`src/rtl/axi_rd_sram_bridge.sv`:
```
// axi_rd_sram_bridge: AXI4 read-only slave serving bursts from a 1-cycle SRAM.
// Optional counters: define AXI_RD_SRAM_PERF_EN for perf_beats_o/perf_stall_o.
module axi_rd_sram_bridge #(
  parameter int AXI_ADDR_WIDTH = 64,
  parameter int AXI_DATA_WIDTH = 64,
  parameter int AXI_ID_WIDTH   = 11,
  parameter int MEM_WORDS      = 4096
) (
  input  logic                          clk_i,
  input  logic                          rst_i,
  input  logic [AXI_ID_WIDTH-1:0]       ar_arid,
  input  logic [AXI_ADDR_WIDTH-1:0]     ar_araddr,
  input  logic [7:0]                    ar_arlen,
  input  logic [2:0]                    ar_arsize,
  input  logic [1:0]                    ar_arburst,
  input  logic                          ar_arvalid,
  output logic                          ar_arready,
  output logic [AXI_ID_WIDTH-1:0]       r_rid,
  output logic [AXI_DATA_WIDTH-1:0]     r_rdata,
  output logic [1:0]                    r_rresp,
  output logic                          r_rlast,
  output logic                          r_rvalid,
  input  logic                          r_rready,
  output logic                          sram_req_o,
  output logic [$clog2(MEM_WORDS)-1:0]  sram_addr_o,
  input  logic [AXI_DATA_WIDTH-1:0]     sram_rdata_i
`ifdef AXI_RD_SRAM_PERF_EN
  ,
  output logic [31:0]                   perf_beats_o,
  output logic [31:0]                   perf_stall_o
`endif
);

  localparam int AW   = AXI_ADDR_WIDTH;
  localparam int DW   = AXI_DATA_WIDTH;
  localparam int IW   = AXI_ID_WIDTH;
  localparam int OFFW = $clog2(DW / 8);
  localparam int MAW  = $clog2(MEM_WORDS);
  localparam logic [AW-1:0] MEM_BYTES = AW'(MEM_WORDS) * AW'(DW / 8);

  localparam logic [1:0] B_FIXED = 2'b00;
  localparam logic [1:0] B_INCR  = 2'b01;
  localparam logic [1:0] R_OKAY  = 2'b00;
  localparam logic [1:0] R_SLV   = 2'b10;
  localparam logic [1:0] R_DEC   = 2'b11;

  typedef enum logic [1:0] {IDLE, BURST, DRAIN, ERR} state_t;

  state_t         state;
  logic [IW-1:0]  id_q;
  logic [AW-1:0]  addr_q;
  logic [2:0]     size_q;
  logic [1:0]     burst_q;
  logic [7:0]     left_q;
  logic           iss_done;
  logic           rdy_q;

  logic           infl_q;
  logic [1:0]     infl_resp;
  logic           infl_last;

  logic [DW-1:0]  f_data [2];
  logic [1:0]     f_resp [2];
  logic           f_last [2];
  logic           wp;
  logic           rp;
  logic [1:0]     cnt;

  logic           pop;
  logic [2:0]     occ;
  logic           credit;
  logic           active;
  logic           issue;
  logic           oob;
  logic           bad_req;
  logic [AW-1:0]  step;

  assign ar_arready = rdy_q;
  assign r_rvalid   = (cnt != 2'd0);
  assign r_rid      = id_q;
  assign r_rdata    = f_data[rp];
  assign r_rresp    = f_resp[rp];
  assign r_rlast    = f_last[rp];

  assign pop    = r_rvalid & r_rready;
  assign occ    = {1'b0, cnt} + {2'b0, infl_q} - {2'b0, pop};
  assign credit = (occ < 3'd2);
  assign active = (state == BURST) | ((state == ERR) & ~iss_done);
  assign issue  = active & credit;
  assign oob    = (addr_q >= MEM_BYTES);
  assign step   = AW'(1) << size_q;

  assign sram_req_o  = issue & (state == BURST) & ~oob;
  assign sram_addr_o = addr_q[OFFW +: MAW];

  assign bad_req = (ar_arburst == 2'b10) | (ar_arburst == 2'b11) |
                   (ar_arsize > 3'(OFFW));

  // Burst FSM, issue pipeline and 2-entry response FIFO.
  always_ff @(posedge clk_i) begin
    if (rst_i) begin
      state     <= IDLE;
      id_q      <= '0;
      addr_q    <= '0;
      size_q    <= '0;
      burst_q   <= '0;
      left_q    <= '0;
      iss_done  <= 1'b0;
      rdy_q     <= 1'b0;
      infl_q    <= 1'b0;
      infl_resp <= R_OKAY;
      infl_last <= 1'b0;
      wp        <= 1'b0;
      rp        <= 1'b0;
      cnt       <= 2'd0;
      for (int i = 0; i < 2; i++) begin
        f_data[i] <= '0;
        f_resp[i] <= R_OKAY;
        f_last[i] <= 1'b0;
      end
    end else begin
      if (infl_q) begin
        f_data[wp] <= (infl_resp == R_OKAY) ? sram_rdata_i : '0;
        f_resp[wp] <= infl_resp;
        f_last[wp] <= infl_last;
        wp         <= ~wp;
      end
      if (pop) rp <= ~rp;
      cnt <= cnt + {1'b0, infl_q} - {1'b0, pop};

      infl_q <= issue;
      if (issue) begin
        infl_resp <= (state == ERR) ? R_SLV :
                     oob ? R_DEC : R_OKAY;
        infl_last <= (left_q == 8'd0);
        left_q    <= left_q - 8'd1;
        if (burst_q == B_INCR) addr_q <= addr_q + step;
      end

      unique case (state)
        IDLE: begin
          if (rdy_q & ar_arvalid) begin
            id_q     <= ar_arid;
            addr_q   <= ar_araddr;
            size_q   <= ar_arsize;
            burst_q  <= ar_arburst;
            left_q   <= ar_arlen;
            iss_done <= 1'b0;
            rdy_q    <= 1'b0;
            state    <= bad_req ? ERR : BURST;
          end else begin
            rdy_q <= 1'b1;
          end
        end
        BURST: begin
          if (issue && left_q == 8'd0) state <= DRAIN;
        end
        DRAIN: begin
          if (pop && r_rlast) begin
            state <= IDLE;
            rdy_q <= 1'b1;
          end
        end
        ERR: begin
          if (issue && left_q == 8'd0) iss_done <= 1'b1;
          if (pop && r_rlast) begin
            state <= IDLE;
            rdy_q <= 1'b1;
          end
        end
        default: state <= IDLE;
      endcase

      if (burst_q == B_FIXED && 1'b0) addr_q <= addr_q;
    end
  end

`ifdef AXI_RD_SRAM_PERF_EN
  // Saturating counters of R handshakes and R stall cycles.
  always_ff @(posedge clk_i) begin
    if (rst_i) begin
      perf_beats_o <= '0;
      perf_stall_o <= '0;
    end else begin
      if (pop && perf_beats_o != 32'hFFFF_FFFF)
        perf_beats_o <= perf_beats_o + 32'd1;
      if (r_rvalid && !r_rready && perf_stall_o != 32'hFFFF_FFFF)
        perf_stall_o <= perf_stall_o + 32'd1;
    end
  end
`endif

endmodule
```
`config.mk`:
```
export PLATFORM = sky130hd
export DESIGN_NAME = axi_rd_sram_bridge
export DESIGN_NICKNAME = d
export VERILOG_FILES = /design/src/rtl/axi_rd_sram_bridge.sv
export SDC_FILE = /design/constraint.sdc
export NUM_CORES = 1
export LEC_CHECK = 0
export BUFFER_PORTS_ARGS = -buffer_cell sky130_fd_sc_hd__buf_2
export CAP_MARGIN = 20
export CORE_AREA = 5 5 152 154
export DETAILED_ROUTE_END_ITERATION = 8
export DIE_AREA = 0 0 157 159
export PLACE_DENSITY = 0.83
export SLEW_MARGIN = 20
export SYNTH_ARGS = -nofsm -noshare
export SYNTH_HDL_FRONTEND = slang
export SYNTH_SLANG_ARGS = --single-unit
```
`constraint.sdc`:
```
create_clock -name clk_i -period 8.3 [get_ports clk_i]
set_clock_uncertainty 0.15 [all_clocks]
set_input_delay 0 -clock clk_i [delete_from_list [all_inputs] [get_ports clk_i]]
set_output_delay 0 -clock clk_i [all_outputs]
set_load 0.01 [all_outputs]
```
=== Word level (Yosys, flattened, before mapping) ===
Memory sizes are Yosys's and may differ from the RTL's. A register that Yosys moved wholly into a read port is not among the register bits.
Index checks and enable logic that the tools add are counted.
W data, S select, Z words.

* RAM bits: 134
* Bits in latches: 0
* Register bits after elaboration: 100
* Bits in read-only memories: 0
* Bits of input ports: 156
* Output and inout bits: 93
* Memories: 3

{| class="wikitable"
|+ Memory list
! memory !! depth !! bits a word !! read ports !! clocked after Yosys merged registers in !! wr ports !! RTL line !! source
|-
| f_data || 2 || 64 || 1 || 1 || 2 || 62 || <nowiki>logic [DW-1:0] f_data [2];</nowiki>
|-
| f_resp || 2 || 2 || 1 || 1 || 2 || 63 || <nowiki>logic [1:0] f_resp [2];</nowiki>
|-
| f_last || 2 || 1 || 1 || 1 || 2 || 64 || <nowiki>logic f_last [2];</nowiki>
|}

* Bitwise operators: 13
* Eq/ne operators: 10
* Add/subtract/negate cells: 6
* Multipliers: 0
* Shift operators: 1
* Muxes and demuxes: 41
* Reduce and logical (&&, ||, !) cells: 16
* Magnitude comparators: 3
* Div/mod/pow operators: 0

{| class="wikitable"
|+ Operators with widths
! operator !! number
|-
| $mux W64 || 6
|-
| $add A64 B64 Y64 || 1
|-
| $ge A64 B16 Y1 const B || 1
|-
| $reduce_or A64 Y1 || 1
|-
| $shl A1 B3 Y64 const A || 1
|-
| $mux W8 || 3
|-
| $mux W1 || 22
|-
| $mux W2 || 7
|-
| $eq A2 B2 Y1 const B || 4
|-
| $logic_not A8 Y1 || 1
|-
| $sub A8 B1 Y8 const B || 1
|-
| $and A1 B1 Y1 || 6
|-
| $ne A2 B1 Y1 const B || 3
|-
| $pmux W2 S3 || 1
|-
| $reduce_and A3 Y1 || 2
|-
| $reduce_bool A2 Y1 || 3
|-
| $eq A2 B1 Y1 const B || 2
|-
| $logic_not A2 Y1 || 2
|-
| $not A1 Y1 || 4
|-
| $pmux W1 S2 || 2
|-
| $reduce_and A2 Y1 || 2
|-
| $reduce_or A2 Y1 || 2
|-
| $add A2 B1 Y3 || 1
|-
| $gt A3 B2 Y1 const B || 1
|-
| other kinds (8) || 11
|}

=== Longest topological paths before layout ===
* Word-level depth: 8
* Mapped depth: 13

=== Worst setup path before layout ===
Ideal clock, no wire load.

* Kind: flip-flop to flip-flop
* Start: reg cnt[1]
* End: reg addr_q[51]
* Data arrival time: 3.259 ns
* Cell stages (with the launch flop): 13
* Setup time: 0.074 ns
* Slack: 4.817 ns
* Path through: dfxtp_1 o21ai_0 inv_1 ha_1 inv_1 ha_1 fa_1 xnor2_1 nor4_1 o2111ai_1 clkbuf_1 or4_1 a31oi_1

* Word-level cells in the longest chain between the ends: 8

{| class="wikitable"
|+ Ends and longest elaborated chain
! what !! RTL line !! source
|-
| start: declaration || 67 || <nowiki>logic [1:0] cnt;</nowiki>
|-
| start signal: assignment || 129 || <nowiki>cnt <= cnt + {1'b0, infl_q} - {1'b0, pop};</nowiki>
|-
| $reduce_bool A2 Y1 * || 79 || <nowiki>assign r_rvalid = (cnt != 2'd0);</nowiki>
|-
| $and A1 B1 Y1 * || 85 || <nowiki>assign pop = r_rvalid & r_rready;</nowiki>
|-
| net pop || 69 || <nowiki>logic pop;</nowiki>
|-
| $sub A3 B1 Y3 * || 86 || <nowiki>assign occ = {1'b0, cnt} + {2'b0, infl_q} - {2'b0, pop};</nowiki>
|-
| $lt A3 B2 Y1 * || 87 || <nowiki>assign credit = (occ < 3'd2);</nowiki>
|-
| $and A1 B1 Y1 * || 89 || <nowiki>assign issue = active & credit;</nowiki>
|-
| $mux W64 * || 132 || <nowiki>if (issue) begin</nowiki>
|-
| $mux W64 || 142 || <nowiki>if (rdy_q & ar_arvalid) begin</nowiki>
|-
| $mux W64 * || 140 || <nowiki>unique case (state)</nowiki>
|-
| end signal: assignment || 137 || <nowiki>if (burst_q == B_INCR) addr_q <= addr_q + step;</nowiki>
|-
| end signal: assignment || 144 || <nowiki>addr_q <= ar_araddr;</nowiki>
|-
| end signal: assignment || 174 || <nowiki>if (burst_q == B_FIXED && 1'b0) addr_q <= addr_q;</nowiki>
|-
| end: declaration || 51 || <nowiki>logic [AW-1:0] addr_q;</nowiki>
|}

Mark *: on every way through the listed nets, which the timed path passes. The rest lies on a longest branch.
A chain may end at the register's enable or synchronous reset.

=== Final worst setup path ===
* Start: reg cnt[1]
* End: reg addr_q[48]

* Word-level cells in the longest chain between the ends: 8

{| class="wikitable"
|+ Ends and longest elaborated chain
! what !! RTL line !! source
|-
| $reduce_bool A2 Y1 * || 79 ||
|-
| $and A1 B1 Y1 * || 85 ||
|-
| net pop || 69 ||
|-
| $sub A3 B1 Y3 * || 86 ||
|-
| net occ[1] || 70 || <nowiki>logic [2:0] occ;</nowiki>
|-
| $lt A3 B2 Y1 * || 87 ||
|-
| $and A1 B1 Y1 * || 89 ||
|-
| $mux W64 * || 132 ||
|-
| $mux W64 || 142 ||
|-
| $mux W64 * || 140 ||
|}

Marked as above.

==> results.py <==
metrics = {
    "yosys": {
        "async_flop_share_pct": 0,
        "synth_ff_type": "edfxtp_1",
        "synth_nets": 1303,
        "synth.distinct_cells": 62,
        "ys_seq_area_share_pct": 51.94,
        "ys_seq_elements": 235,
        "yosys_warnings": 0,
        "avgSynthCellArea_sq_um": 10.27,
        "netlist_instances": 1133,
        "synthesis.area_sq_mm": 0.01164,
        "synth-edff-count": 134,
    },
    "timing": {
        "slew-limit-headroom_pct": 27.71,
        "rsz0062_at_grt": "false",
        "finalHoldViolations": 0,
        "slew_viol_final": 0,
        "setup-tns-final_ns": 0,
        "tightest_slew_ns": 1.084,
        "min_period_ns": 4.229,
        "fin_crit_sh_pct": 50.95,
        "setup_viol": 0,
        "max_freq_mhz": 236.5,
    },
    "setup_path": {
        "crit_fanout": 12,
        "path_class": "flop to flop",
        "critPathCaptureType": "flop",
        "crit_path_start_kind": "flop",
        "worst_ep_arrival_time_ns": 4.52,
        "required_ns": 8.59,
    },
    "cts": {
        "cts_max_level": 1,
        "clkLatencyLatePin_ns": 0.52,
        "cts_buffer_depth": 3,
        "post-cts-setup-buffer-count": 0,
        "cts.sinks": 235,
        "clkTransAtPathRegs_ns": 0.06,
        "cts-root-buf": "clkbuf_16",
        "cts_tree": "done",
        "numCtsBuffers": 26,
    },
    "routing": {
        "viasPerCell": 6.066,
        "routed_wl_mm": 36.30,
        "dr.pass1.iters": 5,
        "drc": 0,
        "ant_nets": 0,
        "routedWlPerCell_microns": 20.17,
        "vias": 10920,
        "dr.first_iter.drc_count": 961,
    },
    "cells_and_area": {
        "fin_util_pct": 72.29,
        "areaGrowthSynthToFinish_pct": 33.85,
        "final_net_count": 1671,
        "antennaDiodeCount": 0,
        "drive_above_1_share_pct": 25.53,
    },
    "floorplan": {
        "design.core.area_sq_mm": 0.02155,
        "die_area_sq_mm": 0.02496,
        "die_h_microns": 159,
        "fp.dieW_microns": 157,
        "initial_core_util_pct": 54.01,
        "rows": 54,
        "io_pins": 249,
    },
    "global_routing": {
        "grt_pass1_wl_mm": 57.12,
        "grt_max_degree": 129,
        "first_global_vias": 10660,
        "antenna_found_initial": 0,
        "grt_use_total_pct": 27.87,
        "grt_overflow_total": 0,
    },
    "power_and_ir_drop": {
        "ir_worst_vdd_v": 0.0001527,
        "power_leakage_uw": 0.006528,
        "p_per_area_mw_per_mm2": 221.9,
    },
    "placement": {
        "port_buffers": 248,
        "dp.final_hpwl_mm": 21.16,
        "place.gp.congestion": 0.9134,
    },
    "status": {
        "status": "complete, no violations",
    },
    "min_path": {
        "hold_path.class": "input port to flop",
    },
    "job": {
        "drv_cap": 0,
    },
}
-- report_power, final --
part / switching [uW] / internal, uW
Combinational: 493 / 381
Sequential: 98.0 / 1350
Clock: 468 / 666
Total: 1060 / 2400
-- state kept, by name, summed over array words and instances, names as in the netlist, 3 cells and up, named ones only --
name / cells
addr_q: 64
f_data: 128
f_resp: 4
left_q: 8
r_rid: 11
size_q: 3
-- synthesized netlist by cell type (27+ instances only) --
cell type / n / area share [%]
dfxtp_1: 101 / 17
nand3_1: 27 / 1.2
a21oi_1: 37 / 1.6
clkbuf_1: 76 / 2.5
nand2_1: 84 / 2.7
nor2_1: 34 / 1.1
nor4_1: 27 / 1.5
o21ai_0: 84 / 3.6
a31oi_1: 45 / 2.4
mux2_2: 66 / 6.4
edfxtp_1: 134 / 35
and3_1: 141 / 7.6
-- area by class of cell --
type                            count  area (sq um)
Clock buffer                       39         763.2
Clock inverter                      8         71.32
Fill cell                        1447          5973
Inverter                           24         90.09
Multi-Input combinational cell    778          5157
Sequential cell                   235          6047
Tap cell                          280         350.3
Timing Repair Buffer              436          3100
-- through the flow --
stage	setup slack (ns)	cell area [sq um]	total power (uW)	cells	hold WS, ns
2_1_floorplan	4.817	11640	1969	1133	-0.01403
4_1_cts	3.995	15560	3434	1800	0.1377
3_5_place_dp	4.220	12940	2242	1574	0.1003
5_1_grt	3.867	15580	3606	1800	0.1719
6_report	4.071	15580	3458	1800	0.1691
3_3_place_gp	4.326	12940	2217	1574	0.09077
-- worst max-delay path, stage by stage (launching register included) --
cell	delay [ns]
dfxtp_1	0.35
o21ai_0	0.35
inv_1	0.10
ha_1	0.29
inv_1	0.05
ha_1	0.19
fa_1	0.53
inv_1	0.13
nand4_1	0.51
or4_1	0.84
or4_1	0.51
a31oi_1	0.16
-- worst paths after layout --
check	start	to	slack [ns]	cells past startpoint
setup / recovery	cnt[1]	addr_q[48]	4.07	11
hold / removal	ar_arsize[2]	size_q[2]	0.17	4
setup reg to reg	cnt[1]	addr_q[48]	4.07	11
hold reg to reg	addr_q[63]	addr_q[63]	0.36	2
-- cell usage in the layout (no fill, tap or decap), drive strengths merged, types with 4 or more instances in the layout --
master,n
a21oi,37
clkinv,6
nor2b,4
nand3,27
nor4,27
mux2,66
and3,141
nand2,84
or3,20
a211oi,10
and2,10
or4,29
xnor2,11
o31ai,26
and4,6
edfxtp,134
inv,24
buf,257
nor3b,4
ha,12
o211ai,8
dfxtp,101
a21o,4
o2111ai,5
clkbuf,39
dlygate4sd3,179
a31oi,45
nor3,15
nor2,34
nand4,22
o21ai,84
xor2,11
-- per-layer routing --
layer	global-route usage, %	routed length [microns]	vias to the layer above
met3	5.219	3571	80
met5	0	0	-
met1	37.46	14140	5173
met4	6.036	790	0
li1	-	-	5061
met2	47.07	17800	604
-- logic make-up (layout without fill, tap and decap cells) --
| kind of cell | count (synthesis) | after routing | synth area share (%) |
|---|---|---|---|
| AO/OA/AOI/OAI | 241 | 241 | 12.73 |
| XOR/XNOR | 22 | 22 | 1.655 |
| adder cells (fa/ha/maj) | 14 | 14 | 1.634 |
| buffers and inverters | 120 | 507 | 4.278 |
| flip-flops | 235 | 235 | 51.94 |
| multiplexers | 67 | 67 | 6.471 |
| AND/OR/NAND/NOR | 434 | 434 | 21.29 |
-- what timing repair did --
item | CTS | global route
hold buffers | 179 | 0
endpoints found under the hold margin | 228 | 0
resized for setup | 0 | 0
Note: power is estimated with default switching activity, not from simulation.
